### src/rtl/puf_ctrl_pkg.sv
// Shared types and constants for the PUF response controller.
package puf_ctrl_pkg;

    localparam int unsigned BASE_W     = 6;
    localparam int unsigned CHAL_W     = 8;
    localparam int unsigned VOTE_COUNT = 3;

    // Low mux bit selects which oscillator of the pair is measured.
    localparam logic MUX_SEL_A = 1'b0;
    localparam logic MUX_SEL_B = 1'b1;

    typedef enum logic [3:0] {
        IDLE   = 4'd0,
        CLR_A  = 4'd1,
        RUN_A  = 4'd2,
        CAP_A  = 4'd3,
        CLR_B  = 4'd4,
        RUN_B  = 4'd5,
        CAP_B  = 4'd6,
        DECIDE = 4'd7,
        FINISH = 4'd8
    } state_t;

endpackage

### src/rtl/puf_settle_timer.sv
// Down-counter that holds the PUF counter reset for SETTLE_CYC cycles.
module puf_settle_timer #(
    parameter int unsigned SETTLE_CYC = 4
) (
    input  logic clk,
    input  logic rst,
    input  logic load,
    input  logic dec,
    output logic expired_c
);

    localparam int unsigned TW = (SETTLE_CYC > 1) ? $clog2(SETTLE_CYC) : 1;

    logic [TW-1:0] cnt_q;

    // Loaded on entry so that the final hold cycle sees zero.
    always_ff @(posedge clk) begin
        if (rst) begin
            cnt_q <= '0;
        end else if (load) begin
            cnt_q <= TW'(SETTLE_CYC - 1);
        end else if (dec && (cnt_q != '0)) begin
            cnt_q <= cnt_q - TW'(1);
        end
    end

    assign expired_c = (cnt_q == '0);

endmodule

### src/rtl/puf_response_ctrl.sv
// Sequences paired ring-oscillator measurements into a RESP_BITS response word.
// Optional build macro: PUF_MAJORITY_VOTE_EN (three measurement pairs per bit, majority vote).
module puf_response_ctrl
    import puf_ctrl_pkg::*;
#(
    parameter int unsigned RESP_BITS  = 16,
    parameter int unsigned CNT_W      = 33,
    parameter int unsigned SETTLE_CYC = 4
) (
    input  logic                 clk,
    input  logic                 RST,
    input  logic                 start,
    input  logic [5:0]           base_chal,
    output logic                 busy,
    output logic [RESP_BITS-1:0] resp,
    output logic                 resp_valid,
    output logic [7:0]           puf_chal,
    output logic                 puf_en,
    output logic                 puf_rst,
    input  logic                 puf_done,
    input  logic [CNT_W-1:0]     puf_count
);

    localparam int unsigned IDX_W = (RESP_BITS > 1) ? $clog2(RESP_BITS) : 1;
    localparam logic [IDX_W-1:0] LAST_IDX = IDX_W'(RESP_BITS - 1);

    state_t                 state_q, state_d;
    logic [IDX_W-1:0]       i_q, i_d;
    logic [RESP_BITS-1:0]   shadow_q, shadow_d;
    logic [BASE_W-1:0]      base_q, base_d;
    logic [CNT_W-1:0]       cnt_a_q, cnt_a_d;
    logic [CNT_W-1:0]       cnt_b_q, cnt_b_d;

    logic                   busy_d, resp_valid_d, puf_en_d, puf_rst_d;
    logic [RESP_BITS-1:0]   resp_d;
    logic [CHAL_W-1:0]      puf_chal_d;

    logic                   cmp_c, bit_c, commit_c;
    logic                   settle_load_c, settle_dec_c, settle_expired_c;

`ifdef PUF_MAJORITY_VOTE_EN
    localparam logic [1:0] VOTE_LAST = 2'(VOTE_COUNT - 1);
    logic [1:0] pass_q, pass_d;
    logic [1:0] tally_q, tally_d;
`endif

    assign cmp_c = (cnt_a_q > cnt_b_q);

    puf_settle_timer #(
        .SETTLE_CYC (SETTLE_CYC)
    ) u_settle (
        .clk       (clk),
        .rst       (RST),
        .load      (settle_load_c),
        .dec       (settle_dec_c),
        .expired_c (settle_expired_c)
    );

    // Next state, datapath updates, and next values of the registered outputs.
    always_comb begin
        state_d  = state_q;
        i_d      = i_q;
        shadow_d = shadow_q;
        base_d   = base_q;
        cnt_a_d  = cnt_a_q;
        cnt_b_d  = cnt_b_q;
        bit_c    = cmp_c;
        commit_c = 1'b1;
`ifdef PUF_MAJORITY_VOTE_EN
        pass_d   = pass_q;
        tally_d  = tally_q;
`endif

        case (state_q)
            IDLE: begin
                if (start) begin
                    base_d   = base_chal;
                    i_d      = '0;
                    shadow_d = '0;
                    state_d  = CLR_A;
`ifdef PUF_MAJORITY_VOTE_EN
                    pass_d   = '0;
                    tally_d  = '0;
`endif
                end
            end
            CLR_A:  if (settle_expired_c) state_d = RUN_A;
            RUN_A:  if (puf_done) state_d = CAP_A;
            CAP_A: begin
                cnt_a_d = puf_count;
                state_d = CLR_B;
            end
            CLR_B:  if (settle_expired_c) state_d = RUN_B;
            RUN_B:  if (puf_done) state_d = CAP_B;
            CAP_B: begin
                cnt_b_d = puf_count;
                state_d = DECIDE;
            end
            DECIDE: begin
`ifdef PUF_MAJORITY_VOTE_EN
                if (pass_q != VOTE_LAST) begin
                    commit_c = 1'b0;
                    pass_d   = pass_q + 2'd1;
                    tally_d  = tally_q + 2'(cmp_c);
                    state_d  = CLR_A;
                end else begin
                    bit_c    = (tally_q + 2'(cmp_c)) >= 2'd2;
                    pass_d   = '0;
                    tally_d  = '0;
                end
`endif
                if (commit_c) begin
                    shadow_d[i_q] = bit_c;
                    if (i_q == LAST_IDX) begin
                        state_d = FINISH;
                    end else begin
                        i_d     = i_q + IDX_W'(1);
                        state_d = CLR_A;
                    end
                end
            end
            FINISH:  state_d = IDLE;
            default: state_d = IDLE;
        endcase

        // Outputs are registered from the next state so they align with state_q.
        busy_d       = (state_d != IDLE) && (state_d != FINISH);
        resp_valid_d = (state_d == FINISH);
        resp_d       = (state_d == FINISH) ? shadow_d : resp;
        puf_en_d     = (state_d == RUN_A) || (state_d == RUN_B);
        puf_rst_d    = (state_d == IDLE) || (state_d == CLR_A) || (state_d == CLR_B) ||
                       (state_d == DECIDE) || (state_d == FINISH);
        case (state_d)
            CLR_A, RUN_A, CAP_A: puf_chal_d = {i_d[0], MUX_SEL_A, base_d};
            CLR_B, RUN_B, CAP_B: puf_chal_d = {i_d[0], MUX_SEL_B, base_d};
            default:             puf_chal_d = '0;
        endcase

        settle_load_c = ((state_d == CLR_A) && (state_q != CLR_A)) ||
                        ((state_d == CLR_B) && (state_q != CLR_B));
        settle_dec_c  = (state_q == CLR_A) || (state_q == CLR_B);
    end

    always_ff @(posedge clk) begin
        if (RST) begin
            state_q    <= IDLE;
            i_q        <= '0;
            shadow_q   <= '0;
            base_q     <= '0;
            cnt_a_q    <= '0;
            cnt_b_q    <= '0;
            busy       <= 1'b0;
            resp       <= '0;
            resp_valid <= 1'b0;
            puf_chal   <= '0;
            puf_en     <= 1'b0;
            puf_rst    <= 1'b1;
        end else begin
            state_q    <= state_d;
            i_q        <= i_d;
            shadow_q   <= shadow_d;
            base_q     <= base_d;
            cnt_a_q    <= cnt_a_d;
            cnt_b_q    <= cnt_b_d;
            busy       <= busy_d;
            resp       <= resp_d;
            resp_valid <= resp_valid_d;
            puf_chal   <= puf_chal_d;
            puf_en     <= puf_en_d;
            puf_rst    <= puf_rst_d;
        end
    end

`ifdef PUF_MAJORITY_VOTE_EN
    always_ff @(posedge clk) begin
        if (RST) begin
            pass_q  <= '0;
            tally_q <= '0;
        end else begin
            pass_q  <= pass_d;
            tally_q <= tally_d;
        end
    end
`endif

endmodule

### config.mk
export PLATFORM = sky130hd
export DESIGN_NAME = puf_response_ctrl
export DESIGN_NICKNAME = d
export VERILOG_FILES = /design/src/rtl/puf_ctrl_pkg.sv /design/src/rtl/puf_settle_timer.sv /design/src/rtl/puf_response_ctrl.sv
export SDC_FILE = /design/constraint.sdc
export NUM_CORES = 1
export LEC_CHECK = 0
export ABC_AREA = 1
export CELL_PAD_IN_SITES_DETAIL_PLACEMENT = 2
export CELL_PAD_IN_SITES_GLOBAL_PLACEMENT = 2
export CORE_UTILIZATION = 33
export CTS_BUF_LIST = sky130_fd_sc_hd__clkbuf_4
export CTS_CLUSTER_SIZE = 16
export DETAILED_ROUTE_END_ITERATION = 10
export HOLD_SLACK_MARGIN = 0.12
export PLACE_DENSITY = 0.82
export SLEW_MARGIN = 20
export SYNTH_ARGS = -nofsm -noshare
export SYNTH_HDL_FRONTEND = slang
export SYNTH_SLANG_ARGS = --single-unit
### constraint.sdc
create_clock -name clk -period 2.1 [get_ports clk]
set_input_delay 0.42 -clock clk [delete_from_list [all_inputs] [get_ports clk]]
set_output_delay 0.42 -clock clk [all_outputs]
set_load 0.005 [all_outputs]
==> results of run 1 <==
-- per-stage QoR --
| step | power, uW | std cells | setup WS, ns |
|---|---|---|---|
| 2_1_floorplan | 3310 | 792 | 0.320 |
| 3_3_place_gp | 3660 | 1062 | -0.0197 |
| 3_5_place_dp | 3720 | 1062 | -0.133 |
| 4_1_cts | 5850 | 1096 | 0.00297 |
| 5_1_grt | 6500 | 1103 | -0.206 |
| 6_report | 6230 | 1103 | -0.0933 |
-- layer usage --
layer | part of all wire | GRT usage | vias up
met5 | 0 | 0 | -
met4 | 0.022 | 0.0755 | 0
met2 | 0.53 | 0.387 | 92
met1 | 0.42 | 0.251 | 2768
met3 | 0.024 | 0.0438 | 33
li1 | - | - | 2700
-- what timing repair did --
action | in CTS | in global routing
hold endpoints to repair | 0 | 0
gates cloned | 1 | 0
gates resized for setup | 17 | 117
setup buffers | 1 | 5
pin swaps | 6 | 32
endpoints found under the setup margin | 30 | 30
-- power by group through the flow --
| stage | registers (uW) | clock network, uW | logic, uW |
|---|---|---|---|
| finish | 2530 | 1960 | 1750 |
| floorplan | 2560 | 0 | 751 |
| global placement | 2560 | 0 | 1100 |
| global route | 2540 | 2080 | 1890 |
| CTS | 2520 | 1990 | 1350 |
| detailed placement | 2570 | 0 | 1150 |
-- synthesized netlist by cell type (2+ instances only) --
master    number  area [um^2]
a21o_1         2         15.0
a21oi_1       85          425
a31oi_1        2         12.5
buf_4          2         15.0
clkbuf_1      28          105
dfxtp_1      125         2500
ha_1          38          475
inv_1         83          312
inv_2          3         11.3
nand2_1      151          567
nand2_2        6         37.5
nand3_1       21          105
nand4_1        2         12.5
nor2_1       123          462
nor2_2         7         43.8
nor2_4         3         33.8
nor3_1         6         30.0
o21ai_0       83          415
o21bai_1       6         45.0
-- kinds of logic after synthesis --
kind of cell,share of synthesized area
flops,0.434
fa+ha+maj,0.0824
buf+inv,0.0811
simple gates,0.234
xor+xnor,0.00152
compound gates,0.167
-- flip-flops by register name (all words and copies together) (netlist names), 2 cells and up --
signal and count:
cnt_a_q 33, cnt_b_q 33, resp 16, shadow_q 15, puf_chal 8, base_q 6, i_q 4, state_q 4
u_settle.cnt_q 2
-- worst max-delay path by stage --
stage	from	end	slack (ns)	cells after the start
after floorplan	cnt_b_q[30]	resp[10]	0.32	14
after global placement	cnt_b_q[8]	resp[12]	-0.02	12
after detailed placement	cnt_b_q[16]	resp[1]	-0.13	16
after CTS	cnt_b_q[8]	resp[2]	0.003	16
after global routing	cnt_b_q[29]	resp[11]	-0.21	14
final	cnt_b_q[29]	resp[13]	-0.09	14
-- final cells by class --
class / instances / area [um^2]
diodes: 2 / 5.00
clock buffers: 23 / 173
clock inverters: 9 / 143
fillers: 1922 / 9110
inverters: 87 / 328
multi-input cells: 548 / 3380
flip-flops and latches: 125 / 2530
well taps: 220 / 275
repair buffers: 89 / 871
==> flow_summary.ini, run 1 <==
[outcome]
status = complete, but fails checks
violations = setup timing

[power]
p_clk_frac = 0.315
ir_worst_vdd_uv = 343
swShare = 0.338
power_density_nw_per_um2 = 809
power.internal_uw = 4130
combPwrFrac = 0.280
seq_power_share = 0.405
leakagePower_uw = 0.00320
switchingPower_uw = 2110

[sta]
hold_ws_ns = 0.207
rsz0062_at_grt = true
finalCriticalPeriod_ns = 2.19
slew_headroom = 0.493
setup_ws_ns = -0.0933
hold_violations = 0
slew_violations = 0
period_share = 1.04
max_freq_mhz = 456
tns_ns = -0.577
finClkSkew_ns = 0.0160
finalSetupViolations = 12
worstMarginPinSlew_ns = 0.757

[floorplan]
coreArea_um2 = 16800
core.rowCount = 47
initial_utilization = 0.343
die_w_um = 134
die_h_um = 134
dieArea_um2 = 18000
pin_count = 71

[min_path]
whs_path_depth = 2
hp-start = RST
hold_end = state_q[3]
hold_path_class = in -> reg

[setup_path]
reg2reg_from = cnt_b_q[29]
slowest_stage = dfxtp_2
r2r-end = resp[13]
crit_path_frequent_cell = nand3_2
critPathLaunchType = register
worst-endpoint-required_ns = 2.59
cp_top_family = simple AND/OR/NAND/NOR gates
end_kind = register
path_cells = inv_1 > ha_4 > nand2_2 > nor2_4 > nand3_2 > nor4_4 > nand3_2 > buf_6 > nand2_8 > nand3_2 > nand3_2 > nand2_1 > nand2_1 > nand2_1
r2r_slack_ns = -0.09
worstRegToRegCells = 14
critPathBufInv = 2
worstPathArrival_ns = 2.69
critPathKind = reg -> reg
crit_path_max_fanout = 8
cpPeakStageDelay_ns = 0.35

[clock_network]
clockBufferDepth = 2
cts_tree = built
cts_num_sinks = 125
cts_buffers = 17
path_clk_slew_ns = 0.11
ctsHtreeMaxLevel = 4
cts_hold_buf = 0
clkLatencyLatePin_ns = 0.59
clock-root-buffer = clkbuf_4

[global_route]
grt_pass1_vias = 6115
grt_max_degree = 67
antenna_found_initial = 2
grt_overflow = 0
grtUsageTotal = 0.215
grt_pass1_wl_um = 30300

[synthesis]
avgSynthCellArea_um2 = 7.28
syn_nets = 873
synth_ff_type = dfxtp_1
syn_area_um2 = 5770
ys_ff_latch = 125
synth_edf_count = 0
ys_seq_area_frac = 0.434
yosys_warnings = 0
syn_inst = 792
ys_types = 35
synthArstFlopShare = 0

[detailed_routing]
drt-total-wl_um = 20900
firstDrtPassIters = 4
drc = 0
vias = 5593
drt-initial-drc-count = 209
ant_nets = 0
routed_via_density = 5.07
wl_per_cell_um = 18.9

[layout]
drive_gt1_frac = 0.216
final_common_cell = nand2_1
area_delta_synth_final_pct = 33.6
nets = 949
layout_common_cells = 122 x nand2_1, 114 x nor2_1, 106 x dfxtp_1
final_util = 0.458
final_area_um2 = 7700

[place]
io_buffers = 70
place_hpwl_um = 12600
globalplace.congestion = 0.776
placed_area_um2 = 6720

[flow_run]
cap_viol_max_count = 0
Note: power is estimated with default switching activity, not from simulation.
==> inputs of run 2 (changes only) <==
--- a/config.mk
+++ b/config.mk
@@ -6,7 +6,7 @@
 export NUM_CORES = 1
 export LEC_CHECK = 0
 export ABC_AREA = 1
-export CELL_PAD_IN_SITES_DETAIL_PLACEMENT = 2
+export CELL_PAD_IN_SITES_DETAIL_PLACEMENT = 1
 export CELL_PAD_IN_SITES_GLOBAL_PLACEMENT = 2
 export CORE_UTILIZATION = 33
 export CTS_BUF_LIST = sky130_fd_sc_hd__clkbuf_4
==> run 2 against run 1 <==
  * The run now ends clean
  * Hold slack improved by 0.025 ns
  * Via count fell by 5.7%
  * Combinational power fell by 14%
  * Core utilization fell by 2.1 points
  * Clock power fell by 11%
  * Setup slack improved by 0.20 ns
  * Global-route usage fell by 3.5 points
  * Cell count fell by 0.63%
  * Register-to-register slack improved by 0.20 ns
  * Sequential share of layout area rose by 1.4 points
  * Non-clock buffer count fell by 6
  * Power fell by 7.6%
  * Critical endpoint is now resp[7]
==> flow_summary.ini, run 2 (synthesized netlist as in run 1, its figures left out) <==
[setup_path]
critPathBufInv = 2
cpPeakStageDelay_ns = 0.33
crit_path_max_fanout = 7
cp_top_family = simple AND/OR/NAND/NOR gates
worst-endpoint-required_ns = 2.58
crit_path_frequent_cell = nand2_2
critPathKind = reg -> reg
worstPathArrival_ns = 2.48
r2r_slack_ns = 0.11
critPathLaunchType = register
path_cells = inv_1 > ha_1 > nand2_2 > nor2_4 > inv_2 > a21oi_2 > nor2_1 > nand2_1 > nand2_2 > nand2_4 > nand2_8 > nand2_2 > nand2_2 > nand2_1 > nand2_1 > a21oi_2
end_kind = register
slowest_stage = dfxtp_2

[detailed_routing]
wl_per_cell_um = 14.4
vias = 5275
drt-total-wl_um = 15700
drc = 0
firstDrtPassIters = 4
routed_via_density = 4.81
ant_nets = 0
drt-initial-drc-count = 163

[clock_network]
post_cts_buffers = 0
path_clk_slew_ns = 0.11
cts_buffers = 17
clockBufferDepth = 2
clkLatencyLatePin_ns = 0.55
ctsHtreeMaxLevel = 4
cts_num_sinks = 125
cts_tree = built
clock-root-buffer = clkbuf_4

[layout]
layout_common_cells = 126 x nand2_1, 118 x dfxtp_1, 116 x nor2_1
drive_gt1_frac = 0.157
area_delta_synth_final_pct = 27.6
final_common_cell = nand2_1
final_util = 0.437
multi_input_area_um2 = 3140
final_area_um2 = 7360
reg_top3 = cnt_a_q (33), cnt_b_q (33), resp (16)
nets = 943
fill_cells = 2097
final-seq-area_um2 = 2510

[global_route]
grt_pass1_vias = 5320
grtUsageTotal = 0.180
grt_pass1_wl_um = 25800
grt_overflow = 0
antenna_found_initial = 1
grt_max_degree = 67

[sta]
slew_headroom = 0.576
slew_violations = 0
finalSetupViolations = 0
finClkSkew_ns = 0.0155
max_freq_mhz = 502
tns_ns = 0
hold_violations = 0
period_share = 0.949
finalCriticalPeriod_ns = 1.99
worstMarginPinSlew_ns = 0.633

[floorplan]
die_w_um = 134
die_h_um = 134
initial_utilization = 0.343
core.rowCount = 47
coreArea_um2 = 16800
dieArea_um2 = 18000
pin_count = 71

[flow_run]
cap_viol_max_count = 0

[place]
placed_area_um2 = 6720
io_buffers = 70
globalplace.congestion = 0.776
place_hpwl_um = 10600

[outcome]
status = completed

[min_path]
hold_path_class = in -> reg

[power]
power_density_nw_per_um2 = 784
leakagePower_uw = 0.00310
ir_worst_vdd_uv = 401
==> run 2: changes by cell type in the layout (fill, tap and decap cells not counted), moves of 6 or more <==
cell | before | now
inv_1 | 71 | 77
inv_2 | 15 | 9
ha_1 | 17 | 29
clkbuf_4 | 23 | 17
nand2_4 | 10 | 4
ha_4 | 21 | 9
dfxtp_1 | 106 | 118
nand3_2 | 12 | 6
dfxtp_2 | 19 | 7
nand3_1 | 8 | 14
==> run 2: final timing paths <==
kind / startpoint / to / cells after the start
hold reg to reg: cnt_b_q[17] / cnt_b_q[17] / 2
setup reg to reg: cnt_b_q[15] / resp[7] / 16
hold / removal: RST / state_q[3] / 2
setup / recovery: cnt_b_q[15] / resp[7] / 16
==> run 2: per-stage QoR <==
step | std cells | total power (uW) | setup WS (ns) | hold slack [ns]
2_1_floorplan | 792 | 3310 | 0.320 | 0.433
3_3_place_gp | 1062 | 3660 | -0.0197 | 0.437
3_5_place_dp | 1062 | 3680 | -0.00649 | 0.442
4_1_cts | 1094 | 5480 | 0.0480 | 0.189
5_1_grt | 1096 | 6060 | -0.0406 | 0.203
6_report | 1096 | 5760 | 0.107 | 0.233
==> run 2: layout make-up <==
| class | instances | area share |
|---|---|---|
| multi-input cells | 548 | 0.427 |
| well taps | 220 | 0.0374 |
| diodes | 1 | 0.000340 |
| flip-flops and latches | 125 | 0.341 |
| repair buffers | 83 | 0.111 |
| inverters | 87 | 0.0446 |
| clock inverters | 15 | 0.0209 |
| clock buffers | 17 | 0.0173 |
==> run 2: power breakdown <==
group          internal, uW  total [uW]  switching, uW
Sequential             2470        2520           49.2
Combinational           560        1510            946
Clock                   798        1740            944
Total                  3820        5760           1940
==> run 2: timing repair <==
item | 4_1_cts | 5_1_grt
setup endpoints to repair | 13 | 29
hold buffers | 0 | 0
pin swaps | 0 | 18
resized for setup | 1 | 78
gates cloned | 0 | 1
==> run 2: routing by layer <==
layer	GRT usage	routed length (um)	up-vias
li1	-	-	2686
met1	0.234	7540	2507
met5	0	0	-
met4	0.0593	184	0
met2	0.296	7530	68
met3	0.0389	484	14
